<file path="config.mk">
export PLATFORM = sky130hd
export DESIGN_NAME = serial_add_ctrl
export DESIGN_NICKNAME = d
export VERILOG_FILES = /design/src/rtl/serial_add_ctrl.sv
export SDC_FILE = /design/constraint.sdc
export NUM_CORES = 1
export LEC_CHECK = 0
export ABC_AREA = 1
export CORE_MARGIN = 8
export CORE_UTILIZATION = 29
export CTS_CLUSTER_DIAMETER = 40
export CTS_CLUSTER_SIZE = 20
export DETAILED_ROUTE_END_ITERATION = 16
export RECOVER_POWER = 25
export SYNTH_ARGS = -nofsm -noshare
export SYNTH_HDL_FRONTEND = slang
export SYNTH_SLANG_ARGS = --single-unit
</file>
<file path="constraint.sdc">
create_clock -name clk -period 1.55 [get_ports clk]
set_input_delay 0.31 -clock clk [delete_from_list [all_inputs] [get_ports clk]]
set_output_delay 0.31 -clock clk [all_outputs]
set_load 0.005 [all_outputs]
</file>
<file path="src/rtl/serial_add_ctrl.sv">
// serial_add_ctrl: bit-serial add/subtract using one full-adder cell, LSB first
module serial_add_ctrl #(
  parameter int WIDTH = 8
) (
  input  logic             clk,
  input  logic             rst,
  input  logic             start,
  input  logic             sub,
  input  logic [WIDTH-1:0] a,
  input  logic [WIDTH-1:0] b,
  output logic             busy,
  output logic             done,
  output logic [WIDTH-1:0] sum,
  output logic             cout,
  output logic             ovf
);
  localparam int CW = (WIDTH > 2) ? $clog2(WIDTH) : 1;
  typedef enum logic [1:0] {IDLE, RUN, DONE} state_t;
  state_t           r_state;
  logic [WIDTH-1:0] r_a, r_b, r_res;
  logic [CW-1:0]    r_cnt;
  logic             r_c, r_cin_msb;
  logic             w_s, w_co, w_last;
  assign w_s    = r_a[0] ^ r_b[0] ^ r_c;
  assign w_co   = (r_a[0] & r_b[0]) | (r_c & (r_a[0] ^ r_b[0]));
  assign w_last = r_cnt == CW'(WIDTH - 1);
  always_ff @(posedge clk) begin
    if (rst) begin
      r_state   <= IDLE;
      r_a       <= '0;
      r_b       <= '0;
      r_res     <= '0;
      r_cnt     <= '0;
      r_c       <= 1'b0;
      r_cin_msb <= 1'b0;
      busy      <= 1'b0;
      done      <= 1'b0;
      sum       <= '0;
      cout      <= 1'b0;
      ovf       <= 1'b0;
    end else begin
      case (r_state)
        IDLE: if (start) begin
          r_a     <= a;
          r_b     <= sub ? ~b : b;
          r_c     <= sub;
          r_cnt   <= '0;
          busy    <= 1'b1;
          r_state <= RUN;
        end
        RUN: begin
          r_res <= {w_s, r_res[WIDTH-1:1]};
          r_c   <= w_co;
          r_a   <= r_a >> 1;
          r_b   <= r_b >> 1;
          r_cnt <= r_cnt + 1'b1;
          if (r_cnt == CW'(WIDTH - 2)) r_cin_msb <= w_co;
          if (w_last) begin
            sum     <= {w_s, r_res[WIDTH-1:1]};
            cout    <= w_co;
            // the carry entering the MSB is the live carry register on this edge
            ovf     <= r_c ^ w_co;
            busy    <= 1'b0;
            done    <= 1'b1;
            r_state <= DONE;
          end
        end
        DONE: begin
          done    <= 1'b0;
          r_state <= IDLE;
        end
        default: r_state <= IDLE;
      endcase
    end
  end
endmodule
</file>
==> results.md <==
- H-Tree Level Count: 2
- Routed wl met2: about 1900 µm
- Flop pwr share: 0.518
- Core box area: 6200 µm²
- Post-synth net total: 282
- Width of the die: 95.4 µm
- Slew headroom: 0.636
- Switching Fraction: 0.252
- Final Hold Fails: 0
- Total of fill cells in the finished design: 670
- Final wirelength: around 4000 µm
- RSZ-0062 raised after global routing: false
- First-pass GRT wire length: 7130 µm
- Cell chain of the critical path: clkdlybuf4s50_1
- Routability cong.: 0.743
- Max_cap viols: 0
- Clock sinks: 41
- First-pass iteration count of the detailed router: 4
- Worst-case clock buffer depth: 2
- Max incr delay on CP: a little over 500 ps
- R2R depth: 7
- Routed vias: 1622
- Metal3 WL: about 200 µm
- Number of global-route vias before repair: ~1600
- Max rail drop VDD: between 0.4 and 0.5 mV
- Crit Path Max Fanout: 2
- Clock share of power: 0.342
- Post-synth cell types: 21
- Multi-input logic area: slightly above 800 µm²
- Top Ports: 32
- Cts hold-fix bufs: 0
- Clock buffers created by TritonCTS: 5
- CP endpoint kind: primary output
- Avg Inst Size Synth: 7.05 µm²
- Storage cell area: 821 µm²
- Worst slew pin tran: about 540 ps
- Antenna Cells: 0
- Crit path kind: register to primary output
- GR Overflow Total: 0
- Syn Std Cell Area: 1830 µm²
- Post-DP HPWL: 3040 µm
- Clk_skew: roughly 4.1 ps
- Buf/Inv on CP: 1
- CTS root buffer: clkbuf_8
- Routed Antenna Nets: 0
- Routed vias/inst: around 4.3
- Routed len/inst: approximately 11 µm
- NetSw: 0.558 mW
- Clk slew on worst S/H paths: 70 ps
- DRT met1 WL: 1930 µm
- Clock Latency Late Sink: a little under 300 ps
- Total GRT Usage: 0.0974
- Area Growth Syn to Fin: 27.5%
- Cell internal pwr: 1.66 mW
- Tcrit/Tclk final: 0.954
- Drt drc: 0
- Util after Layout: 0.375
- Initial antenna violation count: 0
- Setup repair bufs after CTS: 0
- Starting DRT DRC Count: 70
- Setup TNS Final: 0 ps
- Highest routed metal layer: met4
- Fin. max-slew vios: 0
- IO Port Bufs: 31
- Die Height: approximately 95 µm
- Run status: finished, final reports clean
- #FFs+latches synth: 41
- PD cells: approximately 950 nW/µm²
- Logic pwr share: 0.140
- TritonCTS clock tree: yes
- Required time worst endpoint: 1240 ps
- Worst path top cell family by delay: buffers and inverters
- Hold Path Class: register to register
- Static Leak: approximately 1.1 nW
- Hold depth: 1
- Row Count: 29
- Die ar.: ~9100 µm²
- Largest net degree at the start of global routing: 17
- CP max-delay cell: clkdlybuf4s50_1
- Cells after synthesis: between 200 and 300
- Fmax: roughly 680 MHz
- Share of layout cells above drive strength 1: 0.0940
- Final critical-path required period: approximately 1500 ps
- Post-synthesis sequential area ratio: 0.449
- Most common cell after layout, fill and taps aside: nand2_1
- Final Setup Violations: 0
- Commonest cells after routing, fill and taps aside: nand2_1 (87), dfxtp_1 (41), nor2_1 (36)
- WP data arrival: around 1200 ps
- Nets: 320
- YS warnings: 0
- Post_cts resized: 0
- CP Depth: 1
- Startpoint types: register
- Initial Utilization: 0.294
-- area by class of cell --
class,instances,area share
Clock inverter,1,0.00215
Tap cell,77,0.0414
Inverter,26,0.0419
Multi-Input combinational cell,181,0.353
Clock buffer,7,0.0414
Sequential cell,41,0.352
Timing Repair Buffer,42,0.168
-- kinds of logic (layout without fill, tap and decap cells) --
| kind of cell | count (synthesis) | in the layout | share of synthesized area |
|---|---|---|---|
| simple gates | 138 | 138 | 0.305 |
| xor+xnor | 1 | 1 | 0.00480 |
| compound gates | 39 | 39 | 0.117 |
| buf+inv | 37 | 76 | 0.0986 |
| flops | 41 | 41 | 0.449 |
| fa+ha+maj | 3 | 3 | 0.0247 |
-- per-layer routing --
| layer | vias to the layer above | GRT usage |
|---|---|---|
| met4 | 0 | 0.0429 |
| li1 | 879 | - |
| met2 | 24 | 0.165 |
| met3 | 5 | 0.0260 |
| met5 | - | 0 |
| met1 | 714 | 0.113 |
-- Yosys cell counts (all sizes together) --
library cell | count | area share
buf | 8 | 0.034
o21ai | 27 | 0.076
a211oi | 2 | 0.014
dfxtp | 41 | 0.45
xor2 | 1 | 0.0048
a21oi | 10 | 0.027
ha | 2 | 0.014
inv | 26 | 0.053
nor2 | 38 | 0.088
nand2 | 88 | 0.18
nand3 | 12 | 0.033
fa | 1 | 0.011
clkbuf | 3 | 0.012
-- state kept, by name (all words and copies together) (netlist names) --
register  flops
busy          1
ovf           1
r_b           8
r_a           8
sum           8
r_cnt         3
r_res         7
r_state       2
cout          1
r_c           1
done          1
-- stage by stage --
step                      total power [mW]  instances  instance area, µm²  hold WS, ps  worst slack [ps]
final                                 2.21        375                2330          465              72.0
after detailed placement              1.49        367                2230          454              16.6
after floorplan                       1.37        259                1830          428               310
after global placement                1.48        367                2230          442              67.0
after CTS                             2.24        375                2330          467              64.5
after global routing                  2.33        375                2330          485              9.80
-- final timing paths --
check / startpoint / endpoint / slack (ps)
worst min register to register: r_cnt[0]$_SDFFE_PP0P_ / r_cnt[0]$_SDFFE_PP0P_ / 460
worst max-delay path: busy$_SDFFE_PP0P_ / busy / 70
worst max register to register: r_cnt[0]$_SDFFE_PP0P_ / ovf$_SDFFE_PP0P_ / 130
worst min-delay path: r_cnt[0]$_SDFFE_PP0P_ / r_cnt[0]$_SDFFE_PP0P_ / 460
-- power by group through the flow --
stage	sequential (mW)	clock, mW	combinational, mW
final	1.15	0.757	0.309
after global placement	1.17	0	0.309
after global routing	1.15	0.825	0.352
after CTS	1.15	0.780	0.315
after detailed placement	1.17	0	0.314
after floorplan	1.16	0	0.207
Note: power is estimated with default switching activity, not from simulation.
